[src/rtl/mc_ctrl_pkg.sv]
`default_nettype none
// ============================================================================
// Module      : mc_ctrl_pkg
// Description : Shared constants for the multi-cycle main control unit:
//               state encodings, opcodes, ALUOp classes and datapath
//               mux select codes.
// Revision    : 1.0 - initial release
// ============================================================================
package mc_ctrl_pkg;

  localparam int MC_OP_W = 6;
  localparam int MC_SW_W = 4;

  // State encodings (13 used, 13..15 unused)
  localparam logic [3:0] S_RST    = 4'd0;
  localparam logic [3:0] S_FETCH  = 4'd1;
  localparam logic [3:0] S_DECODE = 4'd2;
  localparam logic [3:0] S_MEMADR = 4'd3;
  localparam logic [3:0] S_MEMRD  = 4'd4;
  localparam logic [3:0] S_MEMWB  = 4'd5;
  localparam logic [3:0] S_MEMWR  = 4'd6;
  localparam logic [3:0] S_REXEC  = 4'd7;
  localparam logic [3:0] S_RWB    = 4'd8;
  localparam logic [3:0] S_BEQ    = 4'd9;
  localparam logic [3:0] S_JUMP   = 4'd10;
  localparam logic [3:0] S_ADDIEX = 4'd11;
  localparam logic [3:0] S_ADDIWB = 4'd12;

  // Opcodes (IR[31:26])
  localparam logic [5:0] OP_RTYPE = 6'b000000;
  localparam logic [5:0] OP_LW    = 6'b100011;
  localparam logic [5:0] OP_SW    = 6'b101011;
  localparam logic [5:0] OP_BEQ   = 6'b000100;
  localparam logic [5:0] OP_J     = 6'b000010;
  localparam logic [5:0] OP_ADDI  = 6'b001000;

  // ALUOp classes consumed by the ALU control decoder
  localparam logic [1:0] ALUOP_ADD = 2'b00;
  localparam logic [1:0] ALUOP_SUB = 2'b01;
  localparam logic [1:0] ALUOP_R   = 2'b10;

  // ALU B-operand select
  localparam logic [1:0] ALUSRCB_B     = 2'b00;
  localparam logic [1:0] ALUSRCB_FOUR  = 2'b01;
  localparam logic [1:0] ALUSRCB_IMM   = 2'b10;
  localparam logic [1:0] ALUSRCB_IMMSH = 2'b11;

  // PC source select
  localparam logic [1:0] PCSRC_ALU    = 2'b00;
  localparam logic [1:0] PCSRC_ALUOUT = 2'b01;
  localparam logic [1:0] PCSRC_JUMP   = 2'b10;

  function automatic logic is_legal_op(input logic [5:0] op);
    return (op == OP_RTYPE) || (op == OP_LW) || (op == OP_SW) ||
           (op == OP_BEQ)   || (op == OP_J)  || (op == OP_ADDI);
  endfunction

endpackage : mc_ctrl_pkg
`default_nettype wire

[src/rtl/mc_ctrl_outdec.sv]
`default_nettype none
// ============================================================================
// Module      : mc_ctrl_outdec
// Description : Combinational state-to-strobe decoder for the multi-cycle
//               main control. Pure Moore decode, except that the FETCH
//               strobes irwrite/pcwrite are qualified by mem_ready and the
//               illegal_op pulse looks at the opcode during DECODE.
// Ports       : state (in), mem_ready (in), op (in);
//               aluop, alusrca, alusrcb, pcsource, pcwrite, pcwritecond,
//               iord, memread, memwrite, irwrite, memtoreg, regwrite,
//               regdst, illegal_op (out)
// Revision    : 1.0 - initial release
// ============================================================================
module mc_ctrl_outdec
  import mc_ctrl_pkg::*;
#(
  parameter int OP_W = MC_OP_W,
  parameter int SW_W = MC_SW_W
) (
  input  logic [SW_W-1:0] state,
  input  logic            mem_ready,
  input  logic [OP_W-1:0] op,
  output logic [1:0]      aluop,
  output logic            alusrca,
  output logic [1:0]      alusrcb,
  output logic [1:0]      pcsource,
  output logic            pcwrite,
  output logic            pcwritecond,
  output logic            iord,
  output logic            memread,
  output logic            memwrite,
  output logic            irwrite,
  output logic            memtoreg,
  output logic            regwrite,
  output logic            regdst,
  output logic            illegal_op
);

  always_comb begin
    aluop       = ALUOP_ADD;
    alusrca     = 1'b0;
    alusrcb     = ALUSRCB_B;
    pcsource    = PCSRC_ALU;
    pcwrite     = 1'b0;
    pcwritecond = 1'b0;
    iord        = 1'b0;
    memread     = 1'b0;
    memwrite    = 1'b0;
    irwrite     = 1'b0;
    memtoreg    = 1'b0;
    regwrite    = 1'b0;
    regdst      = 1'b0;
    illegal_op  = 1'b0;
    case (state)
      S_FETCH: begin
        memread = 1'b1;
        alusrcb = ALUSRCB_FOUR;
        // IR and PC only capture once the memory has delivered the word
        irwrite = mem_ready;
        pcwrite = mem_ready;
      end
      S_DECODE: begin
        alusrcb    = ALUSRCB_IMMSH;
        illegal_op = ~is_legal_op(op);
      end
      S_MEMADR: begin
        alusrca = 1'b1;
        alusrcb = ALUSRCB_IMM;
      end
      S_MEMRD: begin
        memread = 1'b1;
        iord    = 1'b1;
      end
      S_MEMWB: begin
        regwrite = 1'b1;
        memtoreg = 1'b1;
      end
      S_MEMWR: begin
        memwrite = 1'b1;
        iord     = 1'b1;
      end
      S_REXEC: begin
        alusrca = 1'b1;
        aluop   = ALUOP_R;
      end
      S_RWB: begin
        regdst   = 1'b1;
        regwrite = 1'b1;
      end
      S_BEQ: begin
        alusrca     = 1'b1;
        aluop       = ALUOP_SUB;
        pcwritecond = 1'b1;
        pcsource    = PCSRC_ALUOUT;
      end
      S_JUMP: begin
        pcwrite  = 1'b1;
        pcsource = PCSRC_JUMP;
      end
      S_ADDIEX: begin
        alusrca = 1'b1;
        alusrcb = ALUSRCB_IMM;
      end
      S_ADDIWB: begin
        regwrite = 1'b1;
      end
      default: ; // S_RST and unused encodings drive nothing
    endcase
  end

endmodule : mc_ctrl_outdec
`default_nettype wire

[src/rtl/mc_main_control.sv]
`default_nettype none
// ============================================================================
// Module      : mc_main_control
// Description : Multi-cycle main control FSM. Holds the state register and
//               next-state logic; strobes are decoded by mc_ctrl_outdec.
//               Optional macro MC_PERF_CNT_EN adds instr_count/stall_count.
// Ports       : clk, rst_n, op, mem_ready (in);
//               aluop1/aluop0, alusrca, alusrcb, pcsource, pcwrite,
//               pcwritecond, iord, memread, memwrite, irwrite, memtoreg,
//               regwrite, regdst, illegal_op, [instr_count, stall_count],
//               state_o (out)
// Revision    : 1.0 - initial release
// ============================================================================
module mc_main_control
  import mc_ctrl_pkg::*;
#(
  parameter int OP_W = MC_OP_W,
  parameter int SW_W = MC_SW_W
) (
  input  logic            clk,
  input  logic            rst_n,
  input  logic [OP_W-1:0] op,
  input  logic            mem_ready,
  output logic            aluop1,
  output logic            aluop0,
  output logic            alusrca,
  output logic [1:0]      alusrcb,
  output logic [1:0]      pcsource,
  output logic            pcwrite,
  output logic            pcwritecond,
  output logic            iord,
  output logic            memread,
  output logic            memwrite,
  output logic            irwrite,
  output logic            memtoreg,
  output logic            regwrite,
  output logic            regdst,
  output logic            illegal_op,
`ifdef MC_PERF_CNT_EN
  output logic [31:0]     instr_count,
  output logic [31:0]     stall_count,
`endif
  output logic [SW_W-1:0] state_o
);

  logic [SW_W-1:0] state_q, state_d;
  logic [1:0]      w_aluop;

  always_comb begin
    state_d = S_FETCH;
    case (state_q)
      S_FETCH:  state_d = mem_ready ? S_DECODE : S_FETCH;
      S_DECODE: begin
        case (op)
          OP_RTYPE:     state_d = S_REXEC;
          OP_LW, OP_SW: state_d = S_MEMADR;
          OP_BEQ:       state_d = S_BEQ;
          OP_J:         state_d = S_JUMP;
          OP_ADDI:      state_d = S_ADDIEX;
          default:      state_d = S_FETCH;
        endcase
      end
      S_MEMADR: state_d = (op == OP_LW) ? S_MEMRD : S_MEMWR;
      S_MEMRD:  state_d = mem_ready ? S_MEMWB : S_MEMRD;
      S_MEMWR:  state_d = mem_ready ? S_FETCH : S_MEMWR;
      S_REXEC:  state_d = S_RWB;
      S_ADDIEX: state_d = S_ADDIWB;
      // S_RST, single-cycle tails and unused encodings all return to FETCH
      default:  state_d = S_FETCH;
    endcase
  end

  always_ff @(posedge clk or negedge rst_n) begin
    if (!rst_n) state_q <= S_RST;
    else        state_q <= state_d;
  end

  mc_ctrl_outdec #(
    .OP_W (OP_W),
    .SW_W (SW_W)
  ) u_outdec (
    .state       (state_q),
    .mem_ready   (mem_ready),
    .op          (op),
    .aluop       (w_aluop),
    .alusrca     (alusrca),
    .alusrcb     (alusrcb),
    .pcsource    (pcsource),
    .pcwrite     (pcwrite),
    .pcwritecond (pcwritecond),
    .iord        (iord),
    .memread     (memread),
    .memwrite    (memwrite),
    .irwrite     (irwrite),
    .memtoreg    (memtoreg),
    .regwrite    (regwrite),
    .regdst      (regdst),
    .illegal_op  (illegal_op)
  );

  assign {aluop1, aluop0} = w_aluop;
  assign state_o          = state_q;

`ifdef MC_PERF_CNT_EN
  logic [31:0] instr_count_q, instr_count_d;
  logic [31:0] stall_count_q, stall_count_d;
  logic        w_in_instr;
  logic        w_wait_state;

  // An instruction retires when any post-FETCH state hands back to FETCH;
  // RST, FETCH self-loops and unused encodings are not retirements.
  assign w_in_instr   = (state_q >= S_DECODE) && (state_q <= S_ADDIWB);
  assign w_wait_state = (state_q == S_FETCH) || (state_q == S_MEMRD) ||
                        (state_q == S_MEMWR);

  always_comb begin
    instr_count_d = instr_count_q;
    stall_count_d = stall_count_q;
    if (w_in_instr && (state_d == S_FETCH)) instr_count_d = instr_count_q + 32'd1;
    if (w_wait_state && !mem_ready)         stall_count_d = stall_count_q + 32'd1;
  end

  always_ff @(posedge clk or negedge rst_n) begin
    if (!rst_n) begin
      instr_count_q <= 32'd0;
      stall_count_q <= 32'd0;
    end else begin
      instr_count_q <= instr_count_d;
      stall_count_q <= stall_count_d;
    end
  end

  assign instr_count = instr_count_q;
  assign stall_count = stall_count_q;
`endif

endmodule : mc_main_control
`default_nettype wire

[config.mk]
export PLATFORM = sky130hd
export DESIGN_NAME = mc_main_control
export DESIGN_NICKNAME = d
export VERILOG_FILES = /design/src/rtl/mc_ctrl_pkg.sv /design/src/rtl/mc_ctrl_outdec.sv /design/src/rtl/mc_main_control.sv
export SDC_FILE = /design/constraint.sdc
export NUM_CORES = 1
export LEC_CHECK = 0
export ABC_CLOCK_PERIOD_IN_PS = 2780
export BUFFER_PORTS_ARGS = -buffer_cell sky130_fd_sc_hd__buf_4
export CAP_MARGIN = 20
export CORE_AREA = 2 2 39 41
export DETAILED_ROUTE_END_ITERATION = 10
export DIE_AREA = 0 0 41 43
export PLACE_DENSITY_LB_ADDON = 0.3
export REMOVE_ABC_BUFFERS = 1
export SETUP_SLACK_MARGIN = 0.4
export SLEW_MARGIN = 15
export SYNTH_ARGS = -nofsm -noshare
export SYNTH_HDL_FRONTEND = slang
export SYNTH_SLANG_ARGS = --single-unit
[constraint.sdc]
create_clock -name clk -period 2.78 [get_ports clk]
set_input_delay 0.556 -clock clk [delete_from_list [all_inputs] [get_ports clk]]
set_output_delay 0.556 -clock clk [all_outputs]
set_load 0.05 [all_outputs]
### After elaboration in Yosys (flattened, before gate mapping)

Cells that the tools add are included.

* flip-flop bits (word level): 4
* bits of input ports: 9
* output and inout port bits: 21

* equal/unequal tests: 17
* muxes and demuxes: 20
* bitwise gates (word level): 1
* reduce and logical (&&, ||, !) cells: 12

Operator list (number)
* $pmux 4 s7: 1
* $eq 4x4->1 const B: 5
* $pmux 4 s5: 1
* $eq 4x3->1 const B: 4
* $eq 6x6->1 const B: 2
* $mux 1: 11
* $eq 4x2->1 const B: 2
* $pmux 2 s2: 2
* $reduce_or 2->1: 4
* $eq 6x2->1 const B: 1
* $eq 6x3->1 const B: 1
* $eq 6x4->1 const B: 1
* $logic_not 6->1: 1
* $pmux 2 s3: 1
* $logic_or 1x1->1: 5
* $eq 4x1->1 const B: 1
* $mux 2: 2
* $reduce_or 4->1: 1
* $mux 3: 1
* $reduce_or 3->1: 1
* $pmux 1 s2: 1
* $not 1->1: 1

### Longest topological paths before layout

* depth after elaboration: 8
* gate-level depth with buffers: 6
* mapped depth without buffers: 4

### By module

From an unflattened synthesis, not the netlist that was laid out.

* cells, all modules: 72
* area total of the unflattened synthesis: 596.8 um^2

By module, submodules not included
* mc_main_control: times used 1, cells each 39, area each 342.8 um^2
* mc_ctrl_outdec: times used 1, cells each 33, area each 254.0 um^2

### Worst setup path after synthesis

No wires, ideal clock.

* path kind: reg2out
* start point: register state_q[0], in the netlist state_o[0]
* end point: output alusrca
* data arrival time: 2.151 ns
* data required time: 2.224 ns
* slack: 0.073 ns
* stages on the path, launching flop included: 3
* path buffers: 1
* cell sequence: dfrtp_1 buf_2 a21boi_0

* word-level cells in the longest chain between the ends: 3

RTL lines
* start, declared: line mc_main_control.sv:46 `logic [SW_W-1:0] state_q, state_d;`
* start signal, assigned: line mc_main_control.sv:75 `else state_q <= state_d;`
* $eq 4x3->1 (tied with other cells): line mc_ctrl_outdec.sv:54 `case (state)`
* $reduce_or 4->1 (no line) *
* $mux 1 *: line mc_ctrl_outdec.sv:54
* end, declared: line mc_main_control.sv:26 `output logic alusrca,`

Mark *: on every way between the ends. The rest lies on a longest branch, timed or not.

### Worst setup path in the final report

* start point: register state_q[1], in the netlist state_o[1]
* end point: output illegal_op

* word-level cells in the longest chain between the ends: 2

RTL lines
* $eq 4x2->1: line mc_ctrl_outdec.sv:54
* $mux 1: line mc_ctrl_outdec.sv:54
* end, declared: line mc_main_control.sv:38 `output logic illegal_op,`

No other way between the ends.

==> impl_metrics.csv <==
group,metric,value,unit
status,status,"finished, final reports clean",
cells_and_area,largest_reg_flops,4,
clock_tree,cts.htree.levels,1,
critical_path,path_depth,4,
sta,worst_pin_slew,0.5271,ns
critical_path,reg2reg_depth,4,
grt,grt_start_max_net_pins,17,
critical_path,cp_top_family,"flip-flops",
cells_and_area,nNetsFinal,107,
detailed_routing,drcViolationCount,0,
critical_path,endpoint_kind,"output pin",
clock_tree,cts-root-buf,"clkbuf_4",
clock_tree,post_cts_buffers,0,
floorplanning,dieArea,1763,um2
yosys,yosysMostFrequentCell,"nor2_1",
yosys,yosysSeqAreaShare,18.87,%
min_path,hold_path.class,"in -> async",
floorplanning,die_h,43,um
cells_and_area,finish.utilization,52.89,%
yosys,synth-seq-cells,4,
sta,timing.hold.ws,0.1046,ns
yosys,synth_edf_count,0,
clock_tree,insertion_delay,0.24,ns
yosys,ys_types,35,
detailed_routing,ant_nets,0,
job,maxCapViolations,0,
cells_and_area,nFillCells,153,
cells_and_area,antenna_cells,0,
critical_path,critPathBufInv,1,
sta,max_freq,0.4567,GHz
power,power_density,1292,nW/um2
grt,first_global_vias,508,
clock_tree,post_cts_resized,0,
detailed_routing,vias,585,
clock_tree,clkTransAtPathRegs,0.04,ns
sta,final_hold_viol_count,0,
placement,dp.cells,109,
placement,portBuffers,29,
detailed_routing,wl_per_cell,11.48,um
grt,grtUsageTotal,17.14,%
yosys,syn_inst,71,
grt,grt_overflow_total,0,
critical_path,startpoint_type,"flip-flop",
yosys,synth_top_family_by_area,"simple AND/OR/NAND/NOR gates",
yosys,synth_area_per_cell,7.472,um2
clock_tree,ctsHoldBuffers,0,
sta,setup_violations,0,
yosys,synth_top_area_share,18.87,%
detailed_routing,wl,1.286,mm
floorplanning,die_width,41,um
yosys,synth.mux.area_fraction,2.830,%
grt,grt_pass1_wl,2.070,mm
placement,gp_congestion,0.7395,
clock_tree,clock-sinks,4,
yosys,synthFlopType,"dfrtp_1",
sta,period_minus_slack,2.190,ns
clock_tree,cts_buffers,3,
sta,rsz0062_at_grt,"false",
yosys,synthAdderAreaFrac,1.887,%
detailed_routing,drt_iter0_drc,0,
critical_path,criticalPathCategory,"reg -> out",
sta,finalClockSkew,0.002077,ns
sta,finalMaxSlewViolations,0,
critical_path,cpMaxStageDelayCell,"dfrtp_1",
yosys,ys_async_sr_fraction,100.0,%
yosys,ys_top_cells_by_count,"nor2_1, nor3_1, dfrtp_1",
critical_path,crit_chain,"nor2b_1, nand2_2, nor3_1, buf_4",
yosys,yosysTopAreaCell,"dfrtp_1",
clock_tree,cts_buffer_depth,2,
floorplanning,num_rows,14,
detailed_routing,vias_per_cell,5.223,
yosys,synth_top_cells_by_area,"dfrtp_1, nor2_1, buf_6, nor3_1, a211o_1",
floorplanning,initial_core_util,38.34,%
power,p_leak,0.3536,nW
yosys,synth_compound_area_share,24.76,%
critical_path,crit_fanout,15,
cells_and_area,fin_cells,112,
critical_path,slowest_delay,0.61,ns
detailed_routing,first_pass_iters,1,
sta,slew_headroom,64.86,%
floorplanning,core,1384,um2
yosys,synthesis.area,530.5,um2
sta,fin_crit_sh,78.76,%
clock_tree,cts_tree,"done",
critical_path,cp_data_arrival_time,1.63,ns
placement,dp_hpwl,1.005,mm
floorplanning,ios,30,
grt,antenna_found_initial,0,
yosys,synthSimpleGateAreaFrac,35.85,%
critical_path,critPathRequiredTime,2.22,ns
yosys,synthXorXnorAreaFrac,3.302,%
power,ir_drop,506.5,uV
cells_and_area,drive_gt1_share,41.67,%
cells_and_area,synthToLayoutAreaGrowth,37.97,%
yosys,yosys_warnings,0,
## cells in the final DEF (no fill, tap or decap), types with 2 or more instances in the layout
cell,netlist,final
nor2_2,2,2
dfrtp_1,4,4
a211o_1,3,3
nand3_1,2,2
inv_1,2,2
nand2b_1,2,2
nor2_1,14,14
nand2_1,3,3
buf_4,2,29
clkbuf_4,0,3
a21oi_1,3,3
o21ai_0,2,2
nor3_1,6,6
## routing by layer
| metal | global-route usage [%] | share of wire (%) |
|---|---|---|
| met1 | 19.54 | 44 |
| met5 | 0 | 0 |
| met3 | 1.571 | 9.2 |
| met4 | 12.00 | 1.9 |
| met2 | 27.81 | 45 |
## stage by stage
step	setup WS [ns]	setup TNS (ns)	instance area [um2]	total power [mW]
6_report	0.5905	0	732.0	0.9454
5_1_grt	0.4553	0	732.0	1.005
4_1_cts	0.5861	0	732.0	0.9510
3_5_place_dp	0.7969	0	709.4	0.8740
3_3_place_gp	0.8174	0	709.4	0.8681
2_1_floorplan	-0.7104	-2.162	471.7	0.6687
## area by class of cell
class | instances | area (um2) | area share [%]
multi-input cells | 58 | 364.1 | 49.74
repair buffers | 29 | 217.7 | 29.74
flip-flops and latches | 4 | 100.1 | 13.68
clock buffers | 3 | 22.52 | 3.077
well taps | 16 | 20.02 | 2.735
inverters | 2 | 7.507 | 1.026
## power breakdown
part / internal (mW) / leakage (nW) / switching [mW]
Clock: 0.0484 / 0.0138 / 0.0249
Sequential: 0.0790 / 0.0508 / 0.0839
Combinational: 0.228 / 0.289 / 0.481
Total: 0.356 / 0.354 / 0.590
## logic make-up (layout without fill, tap and decap cells)
family | Yosys count | in the layout
flops | 4 | 4
xor+xnor | 2 | 2
fa+ha+maj | 1 | 1
buf+inv | 9 | 34
mux | 1 | 1
simple gates | 36 | 36
compound gates | 18 | 18
## path summary, 6_finish.rpt
kind                             from         end  slack (ns)
max                        state_o[1]  illegal_op        0.59
min                             rst_n  state_o[3]        0.10
max reg2reg                state_o[1]  state_o[1]        1.35
min reg2reg                state_o[3]  state_o[1]        0.76
max in group asynchronous       rst_n  state_o[0]        2.58
min in group clk                op[4]  state_o[3]        0.63
(Power assumes the default switching activity.)
